[src/rtl/apb_req_master_if.sv]
// Bus bundle for apb_req_master: request FIFO drain side, response FIFO fill side
// and the APB3 initiator segment. Master modport is the block itself.
interface apb_req_master_if #(
    parameter int ADDR_WIDTH = 32,
    parameter int DATA_WIDTH = 32,
    parameter int REQ_WIDTH  = 1 + ADDR_WIDTH + DATA_WIDTH
);
    logic                  req_empty;
    logic [REQ_WIDTH-1:0]  req_data;
    logic                  req_rd_en;
    logic                  rsp_full;
    logic                  rsp_wr_en;
    logic [DATA_WIDTH:0]   rsp_data;
    logic                  psel;
    logic                  penable;
    logic                  pwrite;
    logic [ADDR_WIDTH-1:0] paddr;
    logic [DATA_WIDTH-1:0] pwdata;
    logic                  pready;
    logic [DATA_WIDTH-1:0] prdata;
    logic                  pslverr;

    modport master (
        input  req_empty, req_data, rsp_full, pready, prdata, pslverr,
        output req_rd_en, rsp_wr_en, rsp_data, psel, penable, pwrite, paddr, pwdata
    );

    modport slave (
        output req_empty, req_data, rsp_full, pready, prdata, pslverr,
        input  req_rd_en, rsp_wr_en, rsp_data, psel, penable, pwrite, paddr, pwdata
    );
endinterface

[src/rtl/apb_req_master.sv]
// APB3 initiator draining a FWFT request FIFO into single transfers, one outstanding,
// with completions pushed to a response FIFO. Optional ACCESS timeout: APB_TIMEOUT_EN.
module apb_req_master #(
    parameter int ADDR_WIDTH     = 32,
    parameter int DATA_WIDTH     = 32,
    parameter int REQ_WIDTH      = 1 + ADDR_WIDTH + DATA_WIDTH,
    parameter int TIMEOUT_CYCLES = 16
) (
    input  logic                  clk,
    input  logic                  rst_n,
    apb_req_master_if.master      bus
);

    typedef enum logic [1:0] {
        IDLE,
        SETUP,
        ACCESS
    } state_t;

    state_t state;
    state_t state_nxt;
    logic   launch_ok;
    logic   pop;
    logic   timeout;
    logic   complete;

    // Room is reserved at launch: this block is the response FIFO's only writer.
    assign launch_ok = !bus.req_empty && !bus.rsp_full;

`ifdef APB_TIMEOUT_EN
    localparam int CNT_W = $clog2(TIMEOUT_CYCLES + 1);
    localparam logic [CNT_W-1:0] TIMEOUT_VAL = CNT_W'(TIMEOUT_CYCLES);

    logic [CNT_W-1:0] wait_cnt;

    // SETUP always precedes ACCESS, so clearing there clears on ACCESS entry.
    always_ff @(posedge clk or negedge rst_n) begin
        if (!rst_n) begin
            wait_cnt <= '0;
        end else if (state == SETUP) begin
            wait_cnt <= '0;
        end else if (state == ACCESS && !bus.pready && !timeout) begin
            wait_cnt <= wait_cnt + 1'b1;
        end
    end

    assign timeout = (state == ACCESS) && !bus.pready && (wait_cnt == TIMEOUT_VAL);
`else
    localparam int timeout_cycles_unused = TIMEOUT_CYCLES;
    assign timeout = 1'b0;
`endif

    assign complete = (state == ACCESS) && (bus.pready || timeout);

    // NOTE: every output of this block is given a default before the case so no
    // path leaves a signal unassigned, which would otherwise infer a latch.
    always_comb begin
        state_nxt   = state;
        pop         = 1'b0;
        bus.psel    = 1'b0;
        bus.penable = 1'b0;
        case (state)
            IDLE: begin
                if (launch_ok) begin
                    pop       = 1'b1;
                    state_nxt = SETUP;
                end
            end
            SETUP: begin
                bus.psel  = 1'b1;
                state_nxt = ACCESS;
            end
            ACCESS: begin
                bus.psel    = 1'b1;
                bus.penable = 1'b1;
                if (complete) begin
                    if (launch_ok) begin
                        pop       = 1'b1;
                        state_nxt = SETUP;
                    end else begin
                        state_nxt = IDLE;
                    end
                end
            end
            default: state_nxt = IDLE;
        endcase
    end

    // Reset only masks the pop strobe; the state register already sits in IDLE.
    assign bus.req_rd_en = pop && rst_n;

    // NOTE: sequential state uses non-blocking assignments so every flop samples
    // the pre-edge values regardless of process ordering.
    always_ff @(posedge clk or negedge rst_n) begin
        if (!rst_n) begin
            state <= IDLE;
        end else begin
            state <= state_nxt;
        end
    end

    // NOTE: the datapath registers are reset too, because their reset value (zero)
    // is visible on the bus and the response port.
    always_ff @(posedge clk or negedge rst_n) begin
        if (!rst_n) begin
            bus.pwrite <= 1'b0;
            bus.paddr  <= '0;
            bus.pwdata <= '0;
        end else if (pop) begin
            {bus.pwrite, bus.paddr, bus.pwdata} <= bus.req_data;
        end
    end

    always_ff @(posedge clk or negedge rst_n) begin
        if (!rst_n) begin
            bus.rsp_wr_en <= 1'b0;
            bus.rsp_data  <= '0;
        end else begin
            bus.rsp_wr_en <= complete;
            if (complete) begin
                if (bus.pready) begin
                    bus.rsp_data <= {bus.pslverr, bus.pwrite ? {DATA_WIDTH{1'b0}} : bus.prdata};
                end else begin
                    bus.rsp_data <= {1'b1, {DATA_WIDTH{1'b0}}};
                end
            end
        end
    end

endmodule

[src/flat_wrapper.sv]
// flat-port wrapper written by rule: the top's interface ports become plain ports
module apb_req_master_flat 
#(
    parameter int ADDR_WIDTH     = 32,
    parameter int DATA_WIDTH     = 32,
    parameter int REQ_WIDTH      = 1 + ADDR_WIDTH + DATA_WIDTH,
    parameter int TIMEOUT_CYCLES = 16
)
  (clk, rst_n, bus_req_empty, bus_req_data, bus_rsp_full, bus_pready, bus_prdata, bus_pslverr, bus_req_rd_en, bus_rsp_wr_en, bus_rsp_data, bus_psel, bus_penable, bus_pwrite, bus_paddr, bus_pwdata);
  apb_req_master_if #(.ADDR_WIDTH(ADDR_WIDTH), .DATA_WIDTH(DATA_WIDTH), .REQ_WIDTH(REQ_WIDTH)) bus_i ();
  input  logic clk;
  input  logic rst_n;
  input wire logic [$bits(bus_i.req_empty)-1:0] bus_req_empty;
  input wire logic [$bits(bus_i.req_data)-1:0] bus_req_data;
  input wire logic [$bits(bus_i.rsp_full)-1:0] bus_rsp_full;
  input wire logic [$bits(bus_i.pready)-1:0] bus_pready;
  input wire logic [$bits(bus_i.prdata)-1:0] bus_prdata;
  input wire logic [$bits(bus_i.pslverr)-1:0] bus_pslverr;
  output wire logic [$bits(bus_i.req_rd_en)-1:0] bus_req_rd_en;
  output wire logic [$bits(bus_i.rsp_wr_en)-1:0] bus_rsp_wr_en;
  output wire logic [$bits(bus_i.rsp_data)-1:0] bus_rsp_data;
  output wire logic [$bits(bus_i.psel)-1:0] bus_psel;
  output wire logic [$bits(bus_i.penable)-1:0] bus_penable;
  output wire logic [$bits(bus_i.pwrite)-1:0] bus_pwrite;
  output wire logic [$bits(bus_i.paddr)-1:0] bus_paddr;
  output wire logic [$bits(bus_i.pwdata)-1:0] bus_pwdata;
  assign bus_i.req_empty = bus_req_empty;
  assign bus_i.req_data = bus_req_data;
  assign bus_i.rsp_full = bus_rsp_full;
  assign bus_i.pready = bus_pready;
  assign bus_i.prdata = bus_prdata;
  assign bus_i.pslverr = bus_pslverr;
  assign bus_req_rd_en = bus_i.req_rd_en;
  assign bus_rsp_wr_en = bus_i.rsp_wr_en;
  assign bus_rsp_data = bus_i.rsp_data;
  assign bus_psel = bus_i.psel;
  assign bus_penable = bus_i.penable;
  assign bus_pwrite = bus_i.pwrite;
  assign bus_paddr = bus_i.paddr;
  assign bus_pwdata = bus_i.pwdata;
  apb_req_master #(.ADDR_WIDTH(ADDR_WIDTH), .DATA_WIDTH(DATA_WIDTH), .REQ_WIDTH(REQ_WIDTH), .TIMEOUT_CYCLES(TIMEOUT_CYCLES)) u_core (.clk(clk), .rst_n(rst_n), .bus(bus_i));
endmodule
[config.mk]
export PLATFORM = sky130hd
export DESIGN_NAME = apb_req_master_flat
export DESIGN_NICKNAME = d
export VERILOG_FILES = /design/src/rtl/apb_req_master_if.sv /design/src/rtl/apb_req_master.sv /design/src/flat_wrapper.sv
export SDC_FILE = /design/constraint.sdc
export NUM_CORES = 1
export LEC_CHECK = 0
export BUFFER_PORTS_ARGS = -buffer_cell sky130_fd_sc_hd__buf_2
export CAP_MARGIN = 25
export CORE_UTILIZATION = 49
export CTS_CLUSTER_SIZE = 24
export DETAILED_ROUTE_END_ITERATION = 10
export PLACE_DENSITY = 0.84
export SLEW_MARGIN = 10
export SYNTH_ARGS = -nofsm -noshare
export SYNTH_HDL_FRONTEND = slang
export SYNTH_SLANG_ARGS = --single-unit
[constraint.sdc]
create_clock -name clk -period 4.4 [get_ports clk]
set_input_delay 0.44 -clock clk [delete_from_list [all_inputs] [get_ports clk]]
set_output_delay 0.44 -clock clk [all_outputs]
set_load 0.03 [all_outputs]
=== Word-level counts from Yosys, hierarchy flattened ===
Index checks and enable logic that the tools add are counted.

* Output and inout bits: 102
* Bits in registers: 101

* Reduce and logical (&&, ||, !) cells: 8
* Eq/ne operators: 4
* Multiplexer cells: 11

{| class="wikitable"
|+ Operator list
! cell !! count
|-
| $mux 33 || 1
|-
| $mux 32 || 1
|-
| $pmux 2 s3 || 1
|-
| $mux 1 || 5
|-
| $mux 2 || 2
|-
| $ne 2x1->1 const B || 2
|-
| $logic_and 1x1->1 || 3
|-
| $eq 2x1->1 const B || 1
|-
| $eq 2x2->1 const B || 1
|-
| $logic_not 1->1 || 2
|-
| $logic_not 2->1 || 1
|-
| $pmux 1 s2 || 1
|-
| $reduce_and 2->1 || 1
|-
| $reduce_or 2->1 || 1
|}

=== Logic depth before layout (Yosys ltp) ===
Gate-level depths: netlist of the first run.

* Depth in word-level cells: 6
* Gate-level depth with buffers: 7
* Gate-level depth less buffers: 6

=== Worst setup path after synthesis of the first run ===
OpenSTA, ideal clock, no wires.

* Path type: flip-flop to output port
* From: reg u_core.state[0]
* To: out bus_req_rd_en
* Required time: 3.960 ns
* Arrival time: 1.740 ns
* Path slack: 2.220 ns
* Cell stages (with the launch flop): 8
* Path through: dfrtp_1 > inv_1 > ha_1 > a21oi_2 > nor2_4 > buf_6 > buf_12 > and2_1

* Cells in the longest elaborated chain, start to end: 5

{| class="wikitable"
|+ RTL lines
! item !! line !! source
|-
| from (decl) || apb_req_master.sv:20 || <nowiki>state_t state;</nowiki>
|-
| from (signal assigned) || apb_req_master.sv:98 || <nowiki>state <= state_nxt;</nowiki>
|-
| $eq 2x2->1 || apb_req_master.sv:53, apb_req_master.sv:62 ||
|-
| $logic_and 1x1->1 || apb_req_master.sv:53 || <nowiki>assign complete = (state == ACCESS) && (bus.pready || timeout);</nowiki>
|-
| $mux 1 || apb_req_master.sv:76 || <nowiki>if (complete) begin</nowiki>
|-
| $pmux 1 s2 * || apb_req_master.sv:62 || <nowiki>case (state)</nowiki>
|-
| $logic_and 1x1->1 * || apb_req_master.sv:90 || <nowiki>assign bus.req_rd_en = pop && rst_n;</nowiki>
|-
| to (decl) || flat_wrapper.sv:19 || <nowiki>output wire logic [$bits(bus_i.req_rd_en)-1:0] bus_req_rd_en;</nowiki>
|}

Every way passes the cells marked *; elsewhere a longest branch is shown, timed or not.

=== Worst setup path in the final report of the first run ===
Same ends and word-level chain as after synthesis.

==> metrics.md, run 1 <==
| Metric | Value |
|---|---|
| Final WL | 9.29 mm |
| # H-tree levels | 3 |
| TritonCTS clock tree | built |
| Hold crit path type | input pin to async pin |
| Die Wd | 94.4 um |
| WP data required | 3.96 ns |
| Internal power | 2.45 mW |
| DIE AREA | 0.00890 mm^2 |
| CORE AREA | 0.00822 mm^2 |
| Die Height | 94.4 um |
| Slew Limit Fails | 0 |
| MaxCap Viol Count | 0 |
| Drc violations | 0 |
| Vias | 2959 |
| CP Capture Type | output pin |
| CTS Hold Buffers Added | 0 |
| Slew headroom | 46.9% |
| Multi-input logic area | 0.00150 mm^2 |
| Layout filler cell count | 639 |
| Syn Std Cell Area | 0.00418 mm^2 |
| Gr ovfl total | 0 |
| FP Rows | 33 |
| Via/cell ratio | 4.88 |
| Routed WL per cell | 15.3 um |
| First-pass GRT wire length | 14.5 mm |
| Synth Register Bits | 101 |
| # diodes | 0 |
| Setup TNS | 0 ns |
| First DRT Iteration DRCs | 69 |
| Setup bufs post-CTS | 0 |
| Final net count | 606 |
| EDFF count, synth | 0 |
| Most common cell after layout, fill and taps aside | buf_2 |
| F_max | 391 MHz |
| Clock skew | 0.00945 ns |
| Reg area | 0.00253 mm^2 |
| Switching share of power | 43.6% |
| Yosys warns | 0 |
| Register area share after synthesis | 60.5% |
| Initial antenna violation count | 0 |
| Combinational power share | 49.6% |
| I/O pins | 205 |
| Clk root buf | clkbuf_8 |
| Final Util | 66.0% |
| Netlist cell types | 22 |
| Final HPWL DP | 6.97 mm |
| CTS resizes | 0 |
| Startpoint types | register |
| Final Hold Fails | 0 |
| TritonCTS Sinks | 101 |
| Switching pwr | 1.89 mW |
| Worst EP arrival | 2.12 ns |
| Router iterations before antenna repair | 4 |
| CP max FO | 33 |
| Synthesis-to-layout area growth | 29.7% |
| Tcrit/Tclk final | 58.1% |
| RSZ-0062 raised after global routing | false |
| Deepest clock path buffer count | 2 |
| Hold_ws | 0.100 ns |
| Critical path type | register to output pin |
| Synth Flop Type | dfrtp_1 |
| Clock slew at reported path FFs | 0.08 ns |
| Synthesized netlist cell count | 297 |
| Power per cell area | 801 mW/mm^2 |
| Max VDD drop | 0.438 mV |
| Fraction of registers with async set/reset | 100% |
| Commonest non-fill, non-tap cells in the layout | buf_2 (203), dfrtp_1 (101), mux2_4 (39) |
| Worst-Skew Late Latency | 0.35 ns |
| Flop pwr share | 37.2% |
| Setup-failing EPs final | 0 |
| Total power | 4.34 mW |
| Routed Antenna Nets | 0 |
| GPL Wtd Cong | 0.794 |
| Vias in the first global route | 2964 |
| Static Leak | 2.84 nW |
| Starting Density | 50.9% |
| Power share of the clock group | 13.1% |
| Post-Syn Nets | 404 |
| Overall global routing resource usage | 21.5% |
| Worst Tran Pin Value | 0.797 ns |
| # port buffers | 204 |
| Largest net degree at the start of global routing | 67 |
| Syn_area_per_cell | 14.1 um^2 |
| Outcome | completed |
| TritonCTS Buffers | 9 |
| Final min period | 2.56 ns |
| Share of cells above drive strength 1 | 57.5% |
-- power by group through the flow --
stage	Clock, mW	Combinational (mW)	Sequential [mW]
after floorplan	0	0.734	2.43
after global placement	0	2.11	1.61
after detailed placement	0	2.17	1.64
after CTS	0.586	2.17	1.62
after global routing	0.627	2.29	1.67
final	0.570	2.15	1.62
-- per-layer routing --
layer | up-vias | share of wire (%) | track usage (%)
met3 | 14 | 9.3 | 7.00
met5 | - | 0 | 0
met1 | 1413 | 41 | 27.0
met2 | 140 | 49 | 35.6
li1 | 1392 | - | -
met4 | 0 | 1.2 | 5.77
-- critical path, stage by stage (launching register included) --
cell	delay, ns
dfrtp_1	0.41
inv_1	0.11
ha_1	0.25
a21oi_2	0.09
nor2_4	0.09
buf_4	0.44
and2_1	0.19
buf_2	0.19
-- registers in the layout (all words and copies together) (netlist names) --
name	count
u_core.bus.rsp_data	33
u_core.bus.paddr	32
u_core.bus.pwrite	1
u_core.bus.rsp_wr_en	1
u_core.state	2
u_core.bus.pwdata	32
-- synth_stat cells (4+ instances only) --
cell type / instances / area [um^2]
nand2b_1: 32 / 200
o21ai_0: 32 / 160
nand2_1: 33 / 124
clkbuf_1: 7 / 26.3
dfrtp_1: 101 / 2530
mux2_2: 24 / 270
mux2_1: 4 / 45.0
inv_1: 4 / 15.0
buf_12: 4 / 80.1
mux2_4: 39 / 586
ha_1: 4 / 50.1
-- final cells by class --
type,instances,share of cell area (%)
multi-input combinational,175,27.6
timing repair buffer,208,19.7
clock inverter,2,0.646
sequential,101,46.6
inverter,4,0.277
clock buffer,11,2.79
tap,105,2.42
-- cell families (layout without fill, tap and decap cells) --
family                   after synthesis  in the layout  synth area share, %
adder cells (fa/ha/maj)                4              4                 1.20
buffers and inverters                 21            225                 3.83
multiplexers                          67             67                 21.6
flip-flops                           101            101                 60.5
AO/OA/AOI/OAI                         36             36                 4.58
AND/OR/NAND/NOR                       68             68                 8.38
-- per-stage QoR --
stage / setup slack, ns / std cells / instance area (um^2)
floorplan: 2.22 / 297 / 4180
global placement: 2.02 / 592 / 5220
detailed placement: 1.91 / 592 / 5220
CTS: 1.81 / 605 / 5400
global route: 1.67 / 606 / 5420
finish: 1.84 / 606 / 5420
-- worst paths after layout --
path | slack (ns) | from | depth (start not counted) | to
min | 0.10 | rst_n | 1 | u_core.bus.rsp_data[15]
min reg2reg | 0.48 | u_core.bus.rsp_data[20] | 2 | u_core.bus.rsp_data[20]
min in group clk | 0.31 | bus_req_data[33] | 2 | u_core.bus.paddr[1]
max in group asynchronous | 3.21 | rst_n | 2 | u_core.bus.paddr[26]
max reg2reg | 1.91 | u_core.state[0] | 7 | u_core.bus.paddr[8]
max | 1.84 | u_core.state[0] | 7 | bus_req_rd_en
No activity file was read; power rests on OpenSTA's default activity.
==> run 2, diff against run 1 <==
--- a/config.mk
+++ b/config.mk
@@ -7,10 +7,10 @@
 export LEC_CHECK = 0
 export BUFFER_PORTS_ARGS = -buffer_cell sky130_fd_sc_hd__buf_2
 export CAP_MARGIN = 25
-export CORE_UTILIZATION = 49
+export CORE_UTILIZATION = 46
 export CTS_CLUSTER_SIZE = 24
 export DETAILED_ROUTE_END_ITERATION = 10
-export PLACE_DENSITY = 0.84
+export PLACE_DENSITY = 0.8
 export SLEW_MARGIN = 10
 export SYNTH_ARGS = -nofsm -noshare
 export SYNTH_HDL_FRONTEND = slang
==> constraint.sdc (replaced) <==
create_clock -name clk -period 2.6 [get_ports clk]
set_input_delay 0.26 -clock clk [delete_from_list [all_inputs] [get_ports clk]]
set_output_delay 0.26 -clock clk [all_outputs]
set_load 0.03 [all_outputs]
==> run 2 against run 1 <==
Effect of this change:
- final cell count increased by 1.3%
- clock skew rose by 0.0027 ns
- worst hold slack improved by 0.023 ns
- first-iteration DRC count increased by 17%
- cell area is 1.2% higher
- die area increased by 6.4%
- worst setup slack worse by 1.5 ns
- non-clock buffer count increased by 2
- via count fell by 0.98%
- routed wire length fell by 1.7%
- flip-flop and latch count stayed put
- highest routed layer unchanged
==> metrics.md, run 2 (synthesis results as in run 1) <==
| Metric | Value |
|---|---|
| Die Height | 97.3 um (was 94.4 um) |
| Final Hold Fails | 0 (unchanged) |
| Final net count | 608 (was 606) |
| Setup TNS | 0 ns (unchanged) |
| Clock skew | 0.0122 ns (was 0.00945 ns) |
| Die Wd | 97.3 um (was 94.4 um) |
| Worst EP arrival | 2.04 ns (was 2.12 ns) |
| Top Registers | u_core.bus.rsp_data: 33 flops, u_core.bus.paddr: 32 flops, u_core.bus.pwdata: 32 flops (unchanged) |
| Final instance area | 0.00549 mm^2 (was 0.00542 mm^2) |
| Critical path type | register to output pin (unchanged) |
| CTS resizes | 0 (unchanged) |
| Worst Tran Pin Value | 0.772 ns (was 0.797 ns) |
| Tcrit/Tclk final | 88.3% |
| Startpoint types | register (unchanged) |
| Initial antenna violation count | 0 (unchanged) |
| RSZ-0062 raised after global routing | false (unchanged) |
| # port buffers | 204 (unchanged) |
| Overall global routing resource usage | 19.8% (was 21.5%) |
| Final WL | 9.13 mm (was 9.29 mm) |
| First-pass GRT wire length | 14.9 mm (was 14.5 mm) |
| Vias | 2930 (was 2959) |
| Routed Antenna Nets | 0 (unchanged) |
| Setup bufs post-CTS | 0 (unchanged) |
| FP Rows | 34 (was 33) |
| CP max FO | 48 (was 33) |
| Most common cell after layout, fill and taps aside | buf_2 (unchanged) |
| DIE AREA | 0.00947 mm^2 (was 0.00890 mm^2) |
| # H-tree levels | 3 (unchanged) |
| Hold path depth | 2 |
| # diodes | 0 (unchanged) |
| Layout Cells excl Fill | 614 (was 606) |
| Outcome | completed (unchanged) |
| CORE AREA | 0.00876 mm^2 (was 0.00822 mm^2) |
| First DRT Iteration DRCs | 81 (was 69) |
| Critical path's largest stage delay | 0.41 ns (was 0.44 ns) |
| Layout filler cell count | 694 (was 639) |
| Hold_ws | 0.123 ns (was 0.100 ns) |
| Static Leak | 2.86 nW (was 2.84 nW) |
| Final Util | 62.6% (was 66.0%) |
| CP Capture Type | output pin (unchanged) |
| Share of cells above drive strength 1 | 57.7% (was 57.5%) |
| TritonCTS Sinks | 101 (unchanged) |
| Clock slew at reported path FFs | 0.09 ns (was 0.08 ns) |
| Reg area | 0.00253 mm^2 (unchanged) |
| Setup-failing EPs final | 0 (unchanged) |
| Largest net degree at the start of global routing | 49 (was 67) |
| Worst-Skew Late Latency | 0.36 ns (was 0.35 ns) |
| Gr ovfl total | 0 (unchanged) |
| Biggest register | u_core.bus.rsp_data (unchanged) |
| CP top delay family | buffers and inverters (unchanged) |
| Worst-path cell chain | inv_1, ha_1, a21oi_2, nor2_4, buf_12, and2_1, buf_2 (was inv_1, ha_1, a21oi_2, nor2_4, buf_4, and2_1, buf_2) |
| Router iterations before antenna repair | 4 (unchanged) |
| Crit. path cell count | 7 (unchanged) |
| Slowest cell on crit path | dfrtp_1 (was buf_4) |
| Inst Count DP | 597 (was 592) |
| Worst r2r path cells | 6 (was 7) |
| Routed WL per cell | 14.9 um (was 15.3 um) |
| Power per cell area | 1360 mW/mm^2 (was 801 mW/mm^2) |
| Final min period | 2.30 ns |
| GPL Wtd Cong | 0.761 (was 0.794) |
| Worst setup margin | 0.305 ns (was 1.84 ns) |
| Via/cell ratio | 4.77 (was 4.88) |
| Max VDD drop | 0.551 mV (was 0.438 mV) |
| Reg-to-reg slack, setup | 0.81 ns (was 1.91 ns) |
| Placed Area | 0.00526 mm^2 (was 0.00522 mm^2) |
| Clk root buf | clkbuf_8 (unchanged) |
| WP data required | 2.34 ns (was 3.96 ns) |
| Hold crit path type | input pin to register (was input pin to async pin) |
| Slew Limit Fails | 0 (unchanged) |
| Post-place setup slack | 0.686 ns (was 1.91 ns) |
| Starting Density | 47.7% (was 50.9%) |
| MaxCap Viol Count | 0 (unchanged) |
| Commonest non-fill, non-tap cells in the layout | buf_2 (203), dfrtp_1 (101), mux2_4 (39) (unchanged) |
| CP bufs+invs | 3 (unchanged) |
| Total power | 7.43 mW (was 4.34 mW) |
| Multi-input logic area | 0.00150 mm^2 (unchanged) |
| TritonCTS Buffers | 9 (unchanged) |
| Vias in the first global route | 2947 (was 2964) |
| I/O pins | 205 (unchanged) |
| Final HPWL DP | 6.77 mm (was 6.97 mm) |
| Deepest clock path buffer count | 2 (unchanged) |
| Drc violations | 0 (unchanged) |
| Largest register FFs | 33 (unchanged) |
| Slew headroom | 48.6% (was 46.9%) |
| F_max | 436 MHz |
| TritonCTS clock tree | built (unchanged) |
| Synthesis-to-layout area growth | 31.2% (was 29.7%) |
## run 2: changes by cell type in the layout (fill, tap and decap cells not counted), sizes merged
cell	change
clkinv	+1
inv	+3
buf	+1
clkbuf	-1
dlygate4sd3	+1
## run 2: repair_timing
| action | CTS | global route |
|---|---|---|
| setup endpoints to repair | 0 | 0 |
| hold endpoints to repair | 28 | 0 |
| hold buffers | 1 | 0 |
## run 2: path summary, 6_finish.rpt
check                                         from                      end
max                                u_core.state[0]            bus_req_rd_en
min                               bus_req_data[33]      u_core.bus.paddr[1]
max reg2reg                        u_core.state[0]     u_core.bus.paddr[20]
min reg2reg                u_core.bus.rsp_data[24]  u_core.bus.rsp_data[24]
max in group asynchronous                    rst_n      u_core.bus.paddr[1]
min in group asynchronous                    rst_n    u_core.bus.pwdata[23]
## run 2: where the power goes
part / total (mW) / switching (mW) / internal, mW
clock network: 1.06 / 0.563 / 0.492
logic: 3.67 / 2.29 / 1.38
registers: 2.71 / 0.424 / 2.29
total: 7.43 / 3.28 / 4.16
## run 2: layout make-up
| type | instances | share of cell area [%] |
|---|---|---|
| clock inverter | 6 | 1.44 |
| sequential | 101 | 46.1 |
| multi-input combinational | 175 | 27.3 |
| tap | 108 | 2.46 |
| inverter | 4 | 0.274 |
| clock buffer | 10 | 2.51 |
| timing repair buffer | 210 | 20.0 |
## run 2: per-layer routing
metal | track usage [%] | vias up | part of all wire [%]
li1 | - | 1405 | -
met1 | 24.4 | 1376 | 42
met2 | 33.5 | 128 | 49
met3 | 4.24 | 21 | 6.3
met4 | 8.71 | 0 | 2.7
met5 | 0 | - | 0
